[config.mk]
export PLATFORM = sky130hd
export DESIGN_NAME = flop_skid_flat
export DESIGN_NICKNAME = d
export VERILOG_FILES = /design/src/rtl/flop_skid_if.sv /design/src/rtl/flop_skid.sv /design/src/flat_wrapper.sv
export SDC_FILE = /design/constraint.sdc
export NUM_CORES = 1
export LEC_CHECK = 0
export BUFFER_PORTS_ARGS = -buffer_cell sky130_fd_sc_hd__buf_2
export CORE_UTILIZATION = 23
export CTS_BUF_LIST = sky130_fd_sc_hd__clkbuf_8
export DETAILED_ROUTE_END_ITERATION = 8
export PLACE_DENSITY = 0.42
export SLEW_MARGIN = 0
export SYNTH_ARGS = -nofsm -noshare
export SYNTH_HDL_FRONTEND = slang
export SYNTH_SLANG_ARGS = --single-unit
[constraint.sdc]
create_clock -name clk -period 2.2 [get_ports clk]
set_input_delay 0.22 -clock clk [delete_from_list [all_inputs] [get_ports clk]]
set_output_delay 0.22 -clock clk [all_outputs]
set_load 0.005 [all_outputs]
[src/rtl/flop_skid_if.sv]
// flop_skid_if: handshake bundle for the flop_skid elastic register.
//
// Handshake rules: a word moves on a rising clk edge when valid and ready
// are both high on that side. The producer holds input_d steady while
// in_valid is high and in_ready is low. The block holds output_q steady
// while out_valid is high and out_ready is low. ready never depends
// combinationally on valid on either side.
//
// Signals:
//   input_d   producer -> block  write-side data word
//   in_valid  producer -> block  input_d carries a word
//   in_ready  block -> producer  block accepts a word this cycle
//   output_q  block -> consumer  read-side data word
//   out_valid block -> consumer  output_q carries a word
//   out_ready consumer -> block  consumer takes output_q this cycle
//   count     block -> observer  words held (0, 1 or 2), also the FSM state
//
// Modports:
//   slave  - the flop_skid block itself
//   master - the environment (producer + consumer) driving the block
interface flop_skid_if #(
    parameter int WIDTH = 8
);
    logic [WIDTH-1:0] input_d;
    logic             in_valid;
    logic             in_ready;
    logic [WIDTH-1:0] output_q;
    logic             out_valid;
    logic             out_ready;
    logic [1:0]       count;

    modport slave (
        input  input_d,
        input  in_valid,
        input  out_ready,
        output in_ready,
        output output_q,
        output out_valid,
        output count
    );

    modport master (
        output input_d,
        output in_valid,
        output out_ready,
        input  in_ready,
        input  output_q,
        input  out_valid,
        input  count
    );
endinterface

[src/rtl/flop_skid.sv]
// flop_skid: elastic pipeline register with a two-entry skid buffer.
//
// Accepts one word per cycle, presents it one cycle later, and absorbs a
// single consumer stall. in_ready and out_valid are decoded only from the
// registered state, so there is no combinational path from out_ready to
// in_ready nor from in_valid to out_valid.
//
// Ports:
//   clk   rising-edge clock
//   rst_n asynchronous active-low reset; clears state and both data regs
//   bus   flop_skid_if.slave handshake bundle (see flop_skid_if.sv)
module flop_skid #(
    parameter int WIDTH = 8
) (
    input  logic           clk,
    input  logic           rst_n,
    flop_skid_if.slave     bus
);
    // State value equals the number of words held and is exported as count.
    typedef enum logic [1:0] {
        EMPTY = 2'd0,
        ONE   = 2'd1,
        FULL  = 2'd2
    } state_t;

    state_t           state;
    logic [WIDTH-1:0] main_q;
    logic [WIDTH-1:0] skid_q;
    logic             in_fire;
    logic             out_fire;
    logic             in_ready;
    logic             out_valid;

    assign in_ready  = (state != FULL);
    assign out_valid = (state != EMPTY);
    assign in_fire   = bus.in_valid & in_ready;
    assign out_fire  = out_valid & bus.out_ready;

    always_ff @(posedge clk or negedge rst_n) begin
        if (!rst_n) begin
            state  <= EMPTY;
            main_q <= '0;
            skid_q <= '0;
        end else begin
            case (state)
                EMPTY: begin
                    if (in_fire) begin
                        main_q <= bus.input_d;
                        state  <= ONE;
                    end
                end
                ONE: begin
                    if (in_fire && out_fire) begin
                        main_q <= bus.input_d;
                    end else if (in_fire) begin
                        // Consumer stalled: park the new word behind main.
                        skid_q <= bus.input_d;
                        state  <= FULL;
                    end else if (out_fire) begin
                        // main keeps the departed word; out_valid qualifies it.
                        state <= EMPTY;
                    end
                end
                FULL: begin
                    // in_ready is low here, so only the output side can move.
                    if (out_fire) begin
                        main_q <= skid_q;
                        state  <= ONE;
                    end
                end
                default: begin
                    state <= EMPTY;
                end
            endcase
        end
    end

    assign bus.in_ready  = in_ready;
    assign bus.out_valid = out_valid;
    assign bus.output_q  = main_q;
    assign bus.count     = state;
endmodule

[src/flat_wrapper.sv]
// flat-port wrapper written by rule: the top's interface ports become plain ports
module flop_skid_flat 
#(
    parameter int WIDTH = 8
)
  (clk, rst_n, bus_input_d, bus_in_valid, bus_out_ready, bus_in_ready, bus_output_q, bus_out_valid, bus_count);
  flop_skid_if #(.WIDTH(WIDTH)) bus_i ();
  input  logic clk;
  input  logic rst_n;
  input wire logic [$bits(bus_i.input_d)-1:0] bus_input_d;
  input wire logic [$bits(bus_i.in_valid)-1:0] bus_in_valid;
  input wire logic [$bits(bus_i.out_ready)-1:0] bus_out_ready;
  output wire logic [$bits(bus_i.in_ready)-1:0] bus_in_ready;
  output wire logic [$bits(bus_i.output_q)-1:0] bus_output_q;
  output wire logic [$bits(bus_i.out_valid)-1:0] bus_out_valid;
  output wire logic [$bits(bus_i.count)-1:0] bus_count;
  assign bus_i.input_d = bus_input_d;
  assign bus_i.in_valid = bus_in_valid;
  assign bus_i.out_ready = bus_out_ready;
  assign bus_in_ready = bus_i.in_ready;
  assign bus_output_q = bus_i.output_q;
  assign bus_out_valid = bus_i.out_valid;
  assign bus_count = bus_i.count;
  flop_skid #(.WIDTH(WIDTH)) u_core (.clk(clk), .rst_n(rst_n), .bus(bus_i));
endmodule
---- Yosys cells after proc, flatten, opt, wreduce, memory -nomap -nowiden ----
Index checks and enable logic that the tools add are counted.
W data, S select, Z words.
storage, ports and cells
  bits in registers ....................... 18
  bits of input ports ..................... 12
  output and inout bits ................... 12
  logic and storage cells ................. 31
cells by class
  reductions and logical operators ........ 7
  bitwise logic cells ..................... 3
  equal/unequal tests ..................... 8
  muxes and demuxes ....................... 10
operators by type and width
  kind                  number
  $mux W8               3
  $pmux W8 S3           1
  $mux W2               5
  $reduce_and A4 Y1     2
  $ne A2 B1 Y1 const B  3
  $pmux W2 S3           1
  $ne A2 B2 Y1 const B  2
  $ne A3 B1 Y1 const B  1
  $reduce_and A3 Y1     1
  $reduce_bool A3 Y1    1
  $and A1 B1 Y1         2
  $eq A2 B1 Y1 const B  1
  $eq A2 B2 Y1 const B  1
  $logic_not A2 Y1      1
  $reduce_bool A2 Y1    1
  $logic_and A1 B1 Y1   1
  $not A1 Y1            1

---- Logic depth before layout (Yosys ltp) ----
  word-level depth ........................ 6
  mapped depth ............................ 4

---- Worst setup path after synthesis ----
Ideal clock, no wire load.
  path kind ............................... reg2reg
  start point ............................. register u_core.state[1] (netlist: u_core.bus.count[1])
  end point ............................... register u_core.main_q[0] (netlist: u_core.bus.output_q[0])
  path slack .............................. 0.774 ns
  arrival ................................. 1.301 ns
  buffers on the path ..................... 1
  stages on the path, launching flop included .. 5
  period minus slack after synthesis ...... 1.426 ns
  library setup time ...................... 0.125 ns
  cell sequence ........................... dfrtp_1 > nor2b_1 > buf_6 > mux2_4 > mux2_2
on the way
  longest elaborated chain between the ends .. 5
  elaborated cells on any way between the ends .. 14
  classes of those cells .................. eq/ne: 6; mux: 1; bitwise: 2; reduce/logical: 5
RTL lines
  what                                                line                              source
  start: declaration                                  flop_skid.sv:26                   state_t state;
  start signal: assignment                            flop_skid.sv:41                   state <= EMPTY;
  start signal: assignment                            flop_skid.sv:49                   state <= ONE;
  start signal: assignment                            flop_skid.sv:58                   state <= FULL;
  $ne A2 B2 Y1 or $reduce_bool A2 Y1 (tied branches)  flop_skid.sv:34, flop_skid.sv:35
  $and A1 B1 Y1 (on tied branches)                    flop_skid.sv:36, flop_skid.sv:37
  $logic_and A1 B1 Y1                                 flop_skid.sv:53                   if (in_fire && out_fire) begin
  $ne A2 B1 Y1 (no line)                              n/a
  $reduce_and A4 Y1 (no line)                         n/a
  end signal: assignment                              flop_skid.sv:48                   main_q <= bus.input_d;
  end signal: assignment                              flop_skid.sv:54                   main_q <= bus.input_d;
  end signal: assignment                              flop_skid.sv:67                   main_q <= skid_q;
  end: declaration                                    flop_skid.sv:27                   logic [WIDTH-1:0] main_q;
Parallel ways exist; a longest one is shown, timed or not.
A chain may end at the register's enable or synchronous reset.

---- Final worst setup path ----
  start point ............................. register u_core.state[0] (netlist: u_core.bus.count[0])
  end point ............................... register u_core.main_q[2] (netlist: u_core.bus.output_q[2])
The elaborated chain is that of the path after synthesis.

==> results_dict.tcl <==
set metrics [dict create \
    rsz0062_at_grt "no" \
    yosys_warnings 0 \
    cp-start-kind "register" \
    core-area_mm2 0.00347 \
    max_freq_mhz 643 \
    via_per_inst 4.10 \
    dieArea_mm2 0.00399 \
    place.gp.congestion 0.673 \
    tns_ns 0 \
    min_period_ns 1.55 \
    yosys-mux-area-fraction_pct 36.1 \
    vias 537 \
    final_nets 98 \
    synth_top_family_by_area "multiplexers" \
    p_leak_nw 0.493 \
    crit_chain "nor2b_2 > o21ai_2 > mux2_2" \
    fillers 372 \
    synth_cell_types 18 \
    cts_sinks 18 \
    fin_skew_ns 0.00189 \
    cts_tree "yes" \
    critPathMaxFanout 8 \
    clk_pin_slew_ns 0.06 \
    antenna_cells 0 \
    drc_errors 0 \
    critical_path_required_ns 2.34 \
    crit_type "register to register" \
    synth_compound_area_share_pct 2.91 \
    pwr-share-clk_pct 25.1 \
    overflow 0 \
    cp_slowest_stage_delay_ns 0.43 \
    postSynthAreaPerCell_um2 14.8 \
    drt_pre_antenna_iters 2 \
    antenna_found_initial 0 \
    drtIter0Drc 7 \
    critical_path.top_delay_family "flip-flops" \
    synth_fa_ha_area_share_pct 0 \
    tightest_slew_ns 0.490 \
    yosysSeqAreaShare_pct 52.4 \
    power.density_mw_per_mm2 979 \
    wirelength_um 1560 \
    cp.buffers_inverters 0 \
    yosys.area_share.xor_xnor_pct 0 \
    internal_power_uw 793 \
    post_cts_buffers 0 \
    cp.arrival_ns 1.69 \
    min_path_type "input port to register" \
    final_common_cell "buf_2" \
    fin_area_mm2 0.00109 \
    drv_cap 0 \
    core.rowCount 21 \
    htreeDepth 1 \
    power_frac_seq_pct 47.8 \
    grt_pass1_vias 535 \
    ant_nets 0 \
    synth_simple_gate_area_share_pct 5.97 \
    slew_headroom_pct 67.3 \
    clock_latency_ns 0.25 \
    grt_max_degree 19 \
    dpl_cell_area_mm2 0.00102 \
    final.period_utilization_pct 70.6 \
    switching_share_pct 25.4 \
    clockBufferDepth 2 \
    p_comb_share_pct 27.1 \
    layout_common_cells "buf_2, dfrtp_1, mux2_2, mux2_4, clkbuf_8" \
    syn_nets 70 \
    start_util_pct 24.8 \
    grt_usage_pct 8.81 \
    numPortBuffers 23 \
    yosys_register_bits 18 \
    status "complete, no violations" \
    root_buffer "clkbuf_8" \
    synthCells 58 \
    layout-drive-gt1-share_pct 63.5 \
    drv_slew 0 \
    setup_viol 0 \
    areaGrowthSynthToFinish_pct 26.3 \
    critPathCaptureType "register" \
    grt_pass1_wl_um 2620 \
    hold_violations 0 \
    io_pins 24 \
    power.switching_uw 270 \
    slowest_stage "dfrtp_1" \
    syn_area_um2 860 \
    wl_per_cell_um 11.9 \
    cts_buffers 3 \
    dieHeight_um 63.1 \
    dieWidth_um 63.1 \
    ir_drop_mv 0.221 \
]
==> final timing paths <==
| check | start | endpoint | slack [ns] | cells past startpoint |
|---|---|---|---|---|
| worst max-delay path | u_core.bus.count[0] | u_core.bus.output_q[2] | 0.65 | 3 |
| worst min-delay path | bus_out_ready | u_core.bus.count[1] | 0.19 | 2 |
| worst max register to register | u_core.bus.count[0] | u_core.bus.output_q[2] | 0.65 | 3 |
| worst min register to register | u_core.skid_q[4] | u_core.skid_q[4] | 0.49 | 1 |
| max in group asynchronous | rst_n | u_core.skid_q[5] | 1.47 | 2 |
| min in group asynchronous | rst_n | u_core.bus.output_q[6] | 0.43 | 2 |
==> final cells by class <==
type | instances | area [um2] | area share (%)
Sequential cell | 18 | 450 | 41.5
Clock buffer | 4 | 55.1 | 5.07
Timing Repair Buffer | 25 | 133 | 12.2
Tap cell | 46 | 57.6 | 5.30
Multi-Input combinational cell | 37 | 387 | 35.6
Inverter | 1 | 3.75 | 0.346
==> per-stage QoR <==
step | total power [mW] | cells | hold WS, ns | setup WS, ns | util [%]
finish | 1.06 | 131 | 0.189 | 0.646 | 31.3
global route | 1.13 | 131 | 0.205 | 0.528 | 31.3
CTS | 1.08 | 131 | 0.182 | 0.587 | 31.3
detailed placement | 0.810 | 126 | 0.183 | 0.597 | 29.4
global placement | 0.802 | 126 | 0.183 | 0.606 | 29.4
floorplan | 0.698 | 58 | -0.0756 | 0.774 | -
==> cell families after synthesis <==
logic type / count (synthesis)
AO/OA/AOI/OAI: 4
multiplexers: 25
buffers and inverters: 3
flip-flops: 18
AND/OR/NAND/NOR: 8
==> synthesized netlist by cell type <==
cell	count	area, um2
a21oi_1	2	10.0
nor2b_2	1	8.76
buf_6	1	11.3
mux2i_1	1	10.0
and2_1	1	6.26
mux2_2	15	169
o21ai_2	1	8.76
mux2_4	8	120
or2_2	1	6.26
dfrtp_1	18	450
inv_1	1	3.75
buf_4	1	7.51
mux2_1	1	11.3
o22ai_1	1	6.26
nor2_1	1	3.75
nand2b_1	1	6.26
nor2b_1	2	12.5
nand3b_1	1	7.51
==> repair_timing <==
item	in CTS	in global routing
gates resized for setup	0	0
endpoints found under the hold margin	18	0
hold buffers	1	0
==> power by group through the flow <==
stage	combinational, mW	sequential (mW)	clock [mW]
floorplan	0.186	0.512	0
global route	0.319	0.524	0.291
detailed placement	0.294	0.516	0
finish	0.288	0.509	0.267
CTS	0.296	0.510	0.279
global placement	0.289	0.512	0
==> layer usage <==
| metal | routed length, um | GRT usage [%] | vias to the layer above | part of all wire (%) |
|---|---|---|---|---|
| li1 | - | - | 258 | - |
| met1 | 714 | 11.0 | 259 | 46 |
| met2 | 723 | 13.2 | 16 | 46 |
| met3 | 83 | 2.72 | 4 | 5.3 |
| met4 | 36 | 5.23 | 0 | 2.3 |
| met5 | 0 | 0 | - | 0 |
==> state kept, by name, summed over array words and instances (netlist names) <==
name / flops
u_core.bus.output_q: 8
u_core.bus.count: 2
u_core.skid_q: 8
(Power assumes the default switching activity.)
